`config.mk`:
```
export PLATFORM = sky130hd
export DESIGN_NAME = sisc_mc_ctrl
export DESIGN_NICKNAME = d
export VERILOG_FILES = /design/src/rtl/sisc_pkg.sv /design/src/rtl/sisc_wait_timer.sv /design/src/rtl/sisc_mc_ctrl.sv
export SDC_FILE = /design/constraint.sdc
export NUM_CORES = 1
export LEC_CHECK = 0
export CORE_UTILIZATION = 23
export DETAILED_ROUTE_END_ITERATION = 10
export GPL_TIMING_DRIVEN = 1
export PLACE_DENSITY = 0.5
export SLEW_MARGIN = 20
export SYNTH_ARGS = -nofsm -noshare
export SYNTH_HDL_FRONTEND = slang
export SYNTH_SLANG_ARGS = --single-unit
```
`constraint.sdc`:
```
create_clock -name clk -period 2.8 [get_ports clk]
set_input_delay 0.56 -clock clk [delete_from_list [all_inputs] [get_ports clk]]
set_output_delay 0.56 -clock clk [all_outputs]
set_load 0.05 [all_outputs]
```
`src/rtl/sisc_pkg.sv`:
```
`default_nettype none
// ============================================================================
// sisc_pkg : shared opcode, addressing-mode, ALU-control and state encodings
// Revision : 1.0
// ============================================================================
package sisc_pkg;

  localparam logic [3:0] OP_NOOP = 4'd0;
  localparam logic [3:0] OP_LOD  = 4'd1;
  localparam logic [3:0] OP_STR  = 4'd2;
  localparam logic [3:0] OP_SWP  = 4'd3;
  localparam logic [3:0] OP_BRA  = 4'd4;
  localparam logic [3:0] OP_BRR  = 4'd5;
  localparam logic [3:0] OP_BNE  = 4'd6;
  localparam logic [3:0] OP_BNR  = 4'd7;
  localparam logic [3:0] OP_ALU  = 4'd8;
  localparam logic [3:0] OP_HLT  = 4'd15;

  localparam logic [3:0] AM_IMM  = 4'd8;

  localparam logic [1:0] ALU_REG_CC   = 2'b00;
  localparam logic [1:0] ALU_IMM_CC   = 2'b01;
  localparam logic [1:0] ALU_REG_HOLD = 2'b10;
  localparam logic [1:0] ALU_IMM_HOLD = 2'b11;

  typedef enum logic [3:0] {
    ST_START0  = 4'd0,
    ST_START1  = 4'd1,
    ST_FETCH   = 4'd2,
    ST_FETCH_W = 4'd3,
    ST_DECODE  = 4'd4,
    ST_EXECUTE = 4'd5,
    ST_MEM     = 4'd6,
    ST_MEM_W   = 4'd7,
    ST_WB      = 4'd8,
    ST_WB2     = 4'd9,
    ST_HALT    = 4'd10,
    ST_FAULT   = 4'd11
  } state_t;

endpackage
`default_nettype wire

```
`src/rtl/sisc_wait_timer.sv`:
```
`default_nettype none
// ============================================================================
// sisc_wait_timer : memory wait-cycle counter with clear and timeout flag
// Revision : 1.0
// ============================================================================
module sisc_wait_timer #(
  parameter int TIMEOUT = 15,
  parameter int CNT_W   = 8
) (
  input  logic clk,
  input  logic rst_f,
  input  logic clr,
  input  logic inc,
  output logic expired
);

  logic [CNT_W-1:0] count;

  assign expired = (count == CNT_W'(TIMEOUT));

  // Saturates at TIMEOUT; the FSM leaves the wait state on that cycle anyway.
  always_ff @(posedge clk or negedge rst_f) begin
    if (!rst_f)
      count <= '0;
    else if (clr)
      count <= '0;
    else if (inc && !expired)
      count <= count + CNT_W'(1);
  end

endmodule
`default_nettype wire

```
`src/rtl/sisc_mc_ctrl.sv`:
```
`default_nettype none
// ============================================================================
// sisc_mc_ctrl : SISC multicycle control FSM with variable-latency memory
//                handshake, load/store/swap sequencing and HALT/FAULT states
// Revision : 1.0
// ============================================================================
module sisc_mc_ctrl #(
  parameter int TIMEOUT = 15,
  parameter int CNT_W   = 8
) (
  input  logic       clk,
  input  logic       rst_f,
  input  logic [3:0] opcode,
  input  logic [3:0] mm,
  input  logic [3:0] stat,
  input  logic       mem_rdy,
  output logic       rf_we,
  output logic [1:0] alu_op,
  output logic       wb_sel,
  output logic       br_sel,
  output logic       pc_rst,
  output logic       pc_write,
  output logic       pc_sel,
  output logic       ir_load,
  output logic       rb_sel,
  output logic       mm_sel,
  output logic       mem_req,
  output logic       dm_we,
  output logic       swp_sel,
  output logic       halted,
  output logic       fault
);

  import sisc_pkg::*;

  state_t state, next_state;
  logic   expired;
  logic   is_mem_op;
  logic   br_taken;

  assign is_mem_op = (opcode == OP_LOD) || (opcode == OP_STR) || (opcode == OP_SWP);

  always_comb begin
    br_taken = 1'b0;
    case (opcode)
      OP_BRA, OP_BRR: br_taken = |(mm & stat);
      OP_BNE, OP_BNR: br_taken = ~|(mm & stat);
      default:        br_taken = 1'b0;
    endcase
  end

  // Counter runs only while a request is outstanding and unanswered.
  sisc_wait_timer #(
    .TIMEOUT (TIMEOUT),
    .CNT_W   (CNT_W)
  ) u_wait_timer (
    .clk     (clk),
    .rst_f   (rst_f),
    .clr     (!mem_req || mem_rdy),
    .inc     (mem_req && !mem_rdy),
    .expired (expired)
  );

  always_ff @(posedge clk or negedge rst_f) begin
    if (!rst_f)
      state <= ST_START1;
    else
      state <= next_state;
  end

  always_comb begin
    next_state = state;
    rf_we      = 1'b0;
    alu_op     = ALU_REG_HOLD;
    wb_sel     = 1'b0;
    br_sel     = 1'b0;
    pc_rst     = 1'b0;
    pc_write   = 1'b0;
    pc_sel     = 1'b0;
    ir_load    = 1'b0;
    rb_sel     = 1'b0;
    mm_sel     = 1'b0;
    mem_req    = 1'b0;
    dm_we      = 1'b0;
    swp_sel    = 1'b0;
    halted     = 1'b0;
    fault      = 1'b0;

    case (state)
      ST_START0: next_state = ST_START1;
      ST_START1: begin
        pc_rst     = 1'b1;
        next_state = ST_FETCH;
      end
      ST_FETCH, ST_FETCH_W: begin
        mem_req = 1'b1;
        if (mem_rdy) begin
          pc_write   = 1'b1;
          ir_load    = 1'b1;
          next_state = ST_DECODE;
        end else begin
          next_state = expired ? ST_FAULT : ST_FETCH_W;
        end
      end
      ST_DECODE: begin
        if (br_taken) begin
          pc_write = 1'b1;
          pc_sel   = 1'b1;
          br_sel   = (opcode == OP_BRA) || (opcode == OP_BNE);
        end
        next_state = (opcode == OP_HLT) ? ST_HALT : ST_EXECUTE;
      end
      ST_EXECUTE: begin
        if (opcode == OP_ALU) begin
          alu_op = (mm == AM_IMM) ? ALU_IMM_CC : ALU_REG_CC;
        end else if (is_mem_op) begin
          alu_op = ALU_IMM_HOLD;
          rb_sel = (opcode != OP_LOD);
        end
        next_state = ST_MEM;
      end
      ST_MEM, ST_MEM_W: begin
        next_state = ST_WB;
        if (opcode == OP_ALU) begin
          alu_op = (mm == AM_IMM) ? ALU_IMM_HOLD : ALU_REG_HOLD;
        end else if (is_mem_op) begin
          alu_op  = ALU_IMM_HOLD;
          mm_sel  = 1'b1;
          mem_req = 1'b1;
          dm_we   = (opcode != OP_LOD);
          if (!mem_rdy)
            next_state = expired ? ST_FAULT : ST_MEM_W;
        end
      end
      ST_WB: begin
        next_state = ST_FETCH;
        case (opcode)
          OP_ALU: rf_we = 1'b1;
          OP_LOD: begin
            rf_we  = 1'b1;
            wb_sel = 1'b1;
          end
          OP_SWP: begin
            rf_we      = 1'b1;
            wb_sel     = 1'b1;
            next_state = ST_WB2;
          end
          default: rf_we = 1'b0;
        endcase
      end
      ST_WB2: begin
        rf_we      = 1'b1;
        swp_sel    = 1'b1;
        next_state = ST_FETCH;
      end
      ST_HALT:  halted = 1'b1;
      ST_FAULT: fault  = 1'b1;
      default:  next_state = ST_FAULT;
    endcase
  end

endmodule
`default_nettype wire

```
* After elaboration in Yosys (flattened, before gate mapping)
Cells that the tools add are included.
** Cells by class
- $add $sub $neg :: 1
- Equality and inequality tests :: 23
- Mux-type cells :: 41
- Bitwise logic cells :: 1
- Reductions and logical operators :: 21
** Operator list (count)
- 4-bit by 3-bit equality test with 1-bit output (second input constant) :: 8
- 4-bit two-way mux :: 8
- 4-bit one-hot mux with 8 select lines :: 1
- 4-bit equality test (second input constant) :: 7
- 1-bit two-way mux :: 24
- 4-bit by 2-bit equality test with 1-bit output (second input constant) :: 4
- 8-bit two-way mux :: 2
- 2-bit OR reduction :: 7
- 8-bit by 1-bit adder with 8-bit output (second input constant) :: 1
- 4-bit by 1-bit equality test with 1-bit output (second input constant) :: 2
- 8-bit by 4-bit equality test with 1-bit output (second input constant) :: 1
- 1-bit one-hot mux with 2 select lines :: 4
- 4-bit AND :: 1
- 1-bit zero test :: 4
- 4-bit zero test :: 1
- 1-bit logical OR :: 4
- 4-bit by 1-bit inequality test with 1-bit output (second input constant) :: 1
- 2-bit one-hot mux with 2 select lines :: 1
- 4-bit OR reduction :: 1
- 3-bit OR reduction :: 1
- 1-bit logical AND :: 2
- 2-bit two-way mux :: 1
- 2-bit nonzero test :: 1
** Storage, ports and cells
- Register bits after elaboration :: 12
- Bits of input ports :: 15
- Logic and storage cells :: 89

* Longest topological paths before layout
Gate-level depths: netlist of the first run.
- Depth after elaboration :: 10
- Mapped depth :: 5

* Hierarchy
Synthesis of the first run repeated with hierarchy kept, for this count alone.
** Second synthesis, totals
- Cell total of the unflattened synthesis :: 117
- Area, all modules :: 948.4 µm²
** Modules (own cells, without submodules)
- sisc_mc_ctrl :: times used 1, cells each 74, area each 506.7 µm², sequential area each 101.3 µm²
- sisc_wait_timer :: times used 1, cells each 43, area each 441.7 µm², sequential area each 200.2 µm²

* Worst setup path before layout of the first run
Ideal clock, no wire load.
- Kind :: input -> output
- Start :: input opcode[1]
- End :: output alu_op[0]
- Arrival time :: 2.291 ns
- Slack :: -0.051 ns
- Stages :: 3
- Path buffers :: 0
- Path through :: nor4b_1 -> nand2_1 -> a211oi_1
** Between the ends
- Word-level cells in the longest chain between the ends :: 6
- Elaborated cells between the ends (all ways) :: 10
** Ends and longest elaborated chain
- start, declared :: line sisc_mc_ctrl.sv:13 : input logic [3:0] opcode,
- 4-bit by 1-bit equality test with 1-bit output or 4-bit by 2-bit equality test with 1-bit output (tied branches) :: line sisc_mc_ctrl.sv:41 : assign is_mem_op = (opcode == OP_LOD) || (opcode == OP_STR) || (opcode == OP_SWP);
- 1-bit logical OR (2 in series) :: line sisc_mc_ctrl.sv:41
- 1-bit two-way mux :: line sisc_mc_ctrl.sv:116, sisc_mc_ctrl.sv:126
- 1-bit two-way mux or 2-bit two-way mux (tied branches) :: line sisc_mc_ctrl.sv:124, sisc_mc_ctrl.sv:114
- 2-bit one-hot mux with 2 select lines (*) :: line sisc_mc_ctrl.sv:89 : case (state)
- end, declared :: line sisc_mc_ctrl.sv:18 : output logic [1:0] alu_op,
Mark *: on every way between the ends. The rest lies on a longest branch, timed or not.

* Worst setup path in the final report of the first run
- Start :: input opcode[3]
- End :: output alu_op[0]
Same word-level chain as after synthesis.

==> flow_metrics.env, run 1 <==
export IMPL_status="completed"
export IMPL_start_util_pct=24.1
export IMPL_area_growth_pct=54.5
export IMPL_slew_viol_final=0
export IMPL_cp_max_fo=4
export IMPL_drc_errors=0
export IMPL_worstSetupStartpointType="input pin"
export IMPL_synth_area_per_cell_sq_um=8.82
export IMPL_grt_ovfl_total=0
export IMPL_ys_types=38
export IMPL_cp_startpoint="opcode[3]"
export IMPL_r2r_cells=4
export IMPL_slew_headroom_pct=63.9
export IMPL_nFillCells=375
export IMPL_holdPathEnd="u_wait_timer.count[1]"
export IMPL_vias=860
export IMPL_cts_sinks=12
export IMPL_worst_ep_required_time_ns=2.24
export IMPL_yosysWarnings=0
export IMPL_netlist_area_sq_um=882
export IMPL_rsz0062_at_grt="no"
export IMPL_ys_seq_area_share_pct=34.2
export IMPL_cpPeakStageDelay_ns=0.56
export IMPL_synthCells=100
export IMPL_clk_latency_ns=0.24
export IMPL_tightest_slew_ns=0.540
export IMPL_hold_path_class="register to register"
export IMPL_ys_seq_elements=12
export IMPL_setup_viol=0
export IMPL_path_cells="clkdlybuf4s50_1 > nor4b_1 > nand2_1 > a211oi_2 > buf_12"
export IMPL_reg2reg_to="u_wait_timer.count[1]"
export IMPL_slowest_stage="clkdlybuf4s50_1"
export IMPL_vdd_ir_drop_max_mv=0.201
export IMPL_maxCapViolations=0
export IMPL_syn_nets=116
export IMPL_cts_tree="yes"
export IMPL_multiInputGateArea_sq_um=548
export IMPL_grt_pass1_vias=813
export IMPL_cts_buffer_depth=2
export IMPL_r2r_setup_slack_ns=1.32
export IMPL_path_clk_slew_ns=0.05
export IMPL_place_area_sq_um=1310
export IMPL_vias_per_cell=4.73
export IMPL_gp_congestion=0.732
export IMPL_routedWlPerCell_microns=12.2
export IMPL_cts_buffers=3
export IMPL_root_buffer="clkbuf_8"
export IMPL_grt_pass1_wl_mm=3.73
export IMPL_fmax_mhz=377
export IMPL_core_area_sq_um=3660
export IMPL_drive_gt1_share_pct=23.1
export IMPL_seq_area_sq_um=302
export IMPL_grt_max_degree=13
export IMPL_ant_nets=0
export IMPL_crit_arrival_ns=2.09
export IMPL_die_area_sq_um=4090
export IMPL_r2r_start="u_wait_timer.count[4]"
export IMPL_n_antenna_cell=0
export IMPL_post_dp_hpwl_mm=1.76
export IMPL_drt_wl_total_mm=2.22
export IMPL_post_route_min_period_ns=2.65
export IMPL_ios=31
export IMPL_row_count=22
export IMPL_die_w_microns=63.9
export IMPL_die_h_microns=63.9
export IMPL_grt_usage_pct=11.6
export IMPL_nets=151
export IMPL_final_area_sq_um=1360
export IMPL_finClkSkew_ns=0.000882
export IMPL_path_class="input pin to output port"
export IMPL_ctsHoldBuffers=0
export IMPL_port_buffers=30
export IMPL_finalSetupTns_ns=0
export IMPL_hp_start="u_wait_timer.count[1]"
export IMPL_post_cts_setup_buffers=0
export IMPL_whs_path_depth=2
export IMPL_endpoint_kind="output port"
export IMPL_drt_iter0_drc=43
export IMPL_htreeDepth=1
export IMPL_cts_resized=0
export IMPL_dr_pass1_iters=4
export IMPL_power_density_nw_per_um2=298
export IMPL_grt_antenna_before_repair=0
export IMPL_leakagePower_nw=0.531
export IMPL_finalHoldViolations=0
export IMPL_min_period_over_period_pct=94.7
==> synthesized netlist by cell type <==
master | instances | area share, %
inv_1 | 2 | 0.85
or2_4 | 1 | 0.99
ha_1 | 1 | 1.4
and4b_1 | 1 | 1.1
or3_4 | 1 | 1.3
and4_4 | 1 | 1.3
nand2_1 | 6 | 2.6
nand4_1 | 3 | 2.1
o21ai_2 | 1 | 0.99
a211o_1 | 2 | 2.0
dfrtp_1 | 11 | 31
nor3b_1 | 1 | 0.85
xnor2_1 | 1 | 0.99
buf_4 | 1 | 0.85
xor2_1 | 3 | 3.0
o2111ai_1 | 1 | 0.99
and3_1 | 3 | 2.1
nand3b_1 | 2 | 1.7
a21oi_1 | 2 | 1.1
a31oi_2 | 1 | 1.4
o31a_1 | 2 | 2.0
a22o_1 | 2 | 2.0
a211oi_1 | 1 | 0.85
nor4b_1 | 3 | 3.0
nor2_4 | 1 | 1.3
o21ai_0 | 3 | 1.7
or3_1 | 1 | 0.71
mux2i_1 | 1 | 1.1
buf_6 | 2 | 2.6
o31ai_1 | 1 | 0.85
nand2b_1 | 4 | 2.8
nor3b_2 | 2 | 2.8
nand3_1 | 8 | 4.5
dfstp_2 | 1 | 3.0
o22a_1 | 1 | 0.99
nor2_1 | 17 | 7.2
nor4_2 | 1 | 1.4
nor3_1 | 4 | 2.3
==> where the power goes <==
group	total (mW)	switching, mW	internal (mW)
sequential	0.174	0.000279	0.174
clock	0.187	0.0624	0.124
combinational	0.0448	0.0189	0.0259
total	0.406	0.0817	0.324
==> worst max-delay path: cells and delay by family <==
kind	cells	cell delay (ns)
AOI/OAI and AO/OA	1	0.33
buffers and inverters	2	0.74
and+or+nand+nor	2	0.46
==> layout by cell type, fill, tap and decap left out, types with 2 or more instances in the layout <==
cell and instances:
nor4b_1 3, nor3b_2 2, clkdlybuf4s50_1 17, nor2_1 17
a211o_1 2, o21ai_0 3, buf_12 8, buf_4 8
nand4_1 3, nand3b_1 2, xor2_1 3, nand3_1 8
inv_1 2, dfrtp_1 11, and3_1 3, a21oi_1 2
a22o_1 2, clkbuf_8 4, o31a_1 2, nand2_1 6
nor3_1 4, nand2b_1 4
==> worst max-delay path by stage <==
stage / endpoint / slack, ns / cells after the start
after detailed placement: alu_op[0] / 0.17 / 5
after CTS: alu_op[0] / 0.16 / 5
after global placement: alu_op[0] / 0.19 / 5
after global routing: alu_op[0] / 0.07 / 5
after floorplan: halted / 0.29 / 3
final: alu_op[0] / 0.15 / 5
==> registers in the layout, summed over array words and instances (netlist names) <==
register,cells
u_wait_timer.count,8
state,4
==> metrics by stage <==
| step | setup slack (ns) | hold WS (ns) | utilization [%] | instances | total power, mW |
|---|---|---|---|---|---|
| 2_1_floorplan | 0.291 | 0.264 | - | 100 | 0.189 |
| 3_3_place_gp | 0.191 | 0.536 | 35.7 | 178 | 0.221 |
| 3_5_place_dp | 0.166 | 0.556 | 35.7 | 178 | 0.222 |
| 4_1_cts | 0.156 | 0.567 | 37.2 | 182 | 0.414 |
| 5_1_grt | 0.0749 | 0.599 | 37.2 | 182 | 0.428 |
| 6_report | 0.147 | 0.555 | 37.2 | 182 | 0.406 |
==> area by class of cell <==
cell class | instances | area share [%]
clock buffers | 4 | 4.04
repair buffers | 33 | 28.7
multi-input cells | 83 | 40.2
inverters | 2 | 0.551
flip-flops and latches | 12 | 22.1
well taps | 48 | 4.41
==> routing by layer <==
metal  global-route usage (%)  vias up  share of wire [%]
met2                     17.8       13                 47
met1                     16.0      402                 50
met4                     3.41        0                  0
met3                     2.68        0                2.7
met5                        0        -                  0
li1                         -      445                  -
==> kinds of logic (layout without fill, tap and decap cells) <==
family | after synthesis | in the layout | synth area share [%]
buffers and inverters | 5 | 39 | 4.26
muxes | 1 | 1 | 1.13
DFF | 12 | 12 | 34.2
xor gates and xnor gates | 4 | 4 | 3.97
AOI/OAI and AO/OA | 17 | 17 | 14.9
adders and majority gates | 1 | 1 | 1.42
and+or+nand+nor | 60 | 60 | 40.1
Power figures use the tool's default switching activity.
==> inputs of run 2 (changes only) <==
- CAP_MARGIN: unset -> 20
==> results of run 2 <==
Final layout, timing and power as in run 1 (identical DEF).
==> inputs of run 3 (changes only) <==
- GPL_TIMING_DRIVEN: 1 -> 0
- REMOVE_ABC_BUFFERS: unset -> 1
==> run 3 against run 2 <==
Clock power about the same. Combinational power down 4.7%. Cell count fell by 1.6%. Sequential power about the same. Sequential share of layout area rose by 1.8 points. Critical path depth stayed put. Register-to-register slack about the same. Fmax decreased by 3.1%. Critical endpoint is now br_sel.
==> flow_metrics.env, run 3 (synthesis gave the netlist of run 1 again) <==
export IMPL_row_count=22
export IMPL_grt_antenna_before_repair=0
export IMPL_cts_sinks=12
export IMPL_slew_viol_final=0
export IMPL_worst_ep_required_time_ns=2.24
export IMPL_met3_usage_pct=2.14
export IMPL_maxCapViolations=0
export IMPL_fmax_mhz=365
export IMPL_finalHoldViolations=0
export IMPL_hold_ws_ns=0.561
export IMPL_cts_buffers=3
export IMPL_drc_errors=0
export IMPL_die_w_microns=63.9
export IMPL_slowest_stage="clkdlybuf4s50_1"
export IMPL_grt_pass1_vias=894
export IMPL_placed_cells=175
export IMPL_root_buffer="clkbuf_8"
export IMPL_nets=148
export IMPL_drt_wl_total_mm=2.33
export IMPL_gp_congestion=0.734
export IMPL_slew_headroom_pct=62.7
export IMPL_mostFrequentLayoutCells="18 x clkdlybuf4s50_1, 17 x nor2_1, 11 x dfrtp_1"
export IMPL_hp_start="u_wait_timer.count[7]"
export IMPL_internal_power_mw=0.322
export IMPL_path_buf_inv=2
export IMPL_area_growth_pct=43.1
export IMPL_top_regs="u_wait_timer.count x8, state x4"
export IMPL_routedWlPerCell_microns=13.0
export IMPL_worstSetupStartpointType="input pin"
export IMPL_post_route_min_period_ns=2.74
export IMPL_ios=31
export IMPL_largest_reg_flops=8
export IMPL_cp_startpoint="opcode[2]"
export IMPL_top_usage_layer="met2"
export IMPL_tightest_slew_ns=0.558
export IMPL_port_buffers=30
export IMPL_hold_path_class="register to register"
export IMPL_path_clk_slew_ns=0.05
export IMPL_grt_usage_pct=12.1
export IMPL_utilization_pct=34.5
export IMPL_cts_buffer_depth=2
export IMPL_crit_family="buffers and inverters"
export IMPL_top_register="u_wait_timer.count"
export IMPL_pwr_share_comb_pct=10.6
export IMPL_final_common_cell="clkdlybuf4s50_1"
export IMPL_start_util_pct=24.1
export IMPL_ant_nets=0
export IMPL_status="completed"
export IMPL_dr_pass1_iters=4
export IMPL_clk_latency_ns=0.24
export IMPL_pwr_share_clk_pct=46.3
export IMPL_cpPeakStageDelay_ns=0.59
export IMPL_grtUsageMet2_pct=21.8
export IMPL_cts_tree="yes"
export IMPL_seq_area_sq_um=302
export IMPL_p_sw_share_pct=20.3
export IMPL_die_h_microns=63.9
export IMPL_grt_max_degree=13
export IMPL_htreeDepth=1
export IMPL_switchingPower_mw=0.0820
export IMPL_drt_iter0_drc=43
export IMPL_nFillCells=404
export IMPL_grt_ovfl_total=0
export IMPL_post_dp_hpwl_mm=1.77
export IMPL_setup_viol=0
export IMPL_vias=890
export IMPL_pwr_share_seq_pct=43.2
export IMPL_met1_usage_pct=13.8
export IMPL_final_cells=179
export IMPL_finClkSkew_ns=0.000638
export IMPL_multiInputGateArea_sq_um=549
export IMPL_r2r_start="u_wait_timer.count[4]"
export IMPL_path_cells="clkdlybuf4s50_1 > nor4b_1 > nand3_1 > nor2_1 > clkdlybuf4s15_2"
export IMPL_vias_per_cell=4.97
export IMPL_leakagePower_nw=0.516
export IMPL_endpoint_kind="output port"
export IMPL_grt_pass1_wl_mm=3.87
export IMPL_power_density_nw_per_um2=320
export IMPL_cp_max_fo=4
export IMPL_rsz0062_at_grt="yes"
export IMPL_die_area_sq_um=4090
export IMPL_core_area_sq_um=3660
export IMPL_min_period_over_period_pct=97.7
export IMPL_vdd_ir_drop_max_mv=0.0915
export IMPL_path_class="input pin to output port"
export IMPL_drive_gt1_share_pct=15.3
export IMPL_crit_arrival_ns=2.18
export IMPL_ctsHoldBuffers=0
export IMPL_n_antenna_cell=0
## run 3: changes by cell type in the layout (fill, tap and decap cells not counted), sizes merged
cell / before / now
dlygate4sd2: 0 / 6
clkdlybuf4s50: 17 / 18
buf: 16 / 1
dlymetal6s2s: 0 / 1
clkdlybuf4s15: 0 / 3
clkbuf: 4 / 5
## run 3: timing repair
item | in CTS | in global routing
pin swaps | 0 | 0
resized for setup | 24 | 2
buffers inserted | 0 | 0
cloned | 0 | 0
endpoints found under the setup margin | 11 | 4
## run 3: power groups by stage
stage | sequential [mW] | clock [mW] | combinational (mW)
final | 0.174 | 0.187 | 0.0427
after floorplan | 0.177 | 0 | 0.0116
after global placement | 0.177 | 0 | 0.0417
after CTS | 0.174 | 0.195 | 0.0431
after global routing | 0.174 | 0.205 | 0.0457
after detailed placement | 0.177 | 0 | 0.0423
## run 3: final cells by class
type                    count  area share (%)
repair buffers             30            22.9
inverters                   2           0.595
clock buffers               4            4.36
flip-flops and latches     12            23.9
well taps                  48            4.76
multi-input cells          83            43.5
## run 3: metal layers
metal	wire, microns	share of wire [%]
met5	0	0
met4	20	0.86
met3	109	4.7
met2	1120	48
met1	1080	46
## run 3: through the flow
stage          setup slack (ns)  power [mW]  cell area [sq um]  setup TNS (ns)
2_1_floorplan           -0.0513       0.189                852         -0.0513
3_3_place_gp             -0.660       0.219               1210           -2.49
3_5_place_dp             -0.601       0.220               1210           -2.48
4_1_cts                  0.0255       0.413               1260               0
5_1_grt                 -0.0287       0.425               1260         -0.0463
6_report                 0.0635       0.404               1260               0
## run 3: final timing paths
kind,cells after the start,to,slack [ns]
max in group asynchronous,1,state[0],1.75
setup reg to reg,4,u_wait_timer.count[1],1.33
hold reg to reg,2,u_wait_timer.count[7],0.56
hold / removal,2,u_wait_timer.count[7],0.56
setup / recovery,5,br_sel,0.06
min in group asynchronous,1,u_wait_timer.count[7],0.68
## run 3: tightest hold or removal path, delay by kind of cell (launching register included)
kind,cells,cell delay [ns]
XOR/XNOR,1,0.08
flip-flops,1,0.37
AND/OR/NAND/NOR,1,0.07
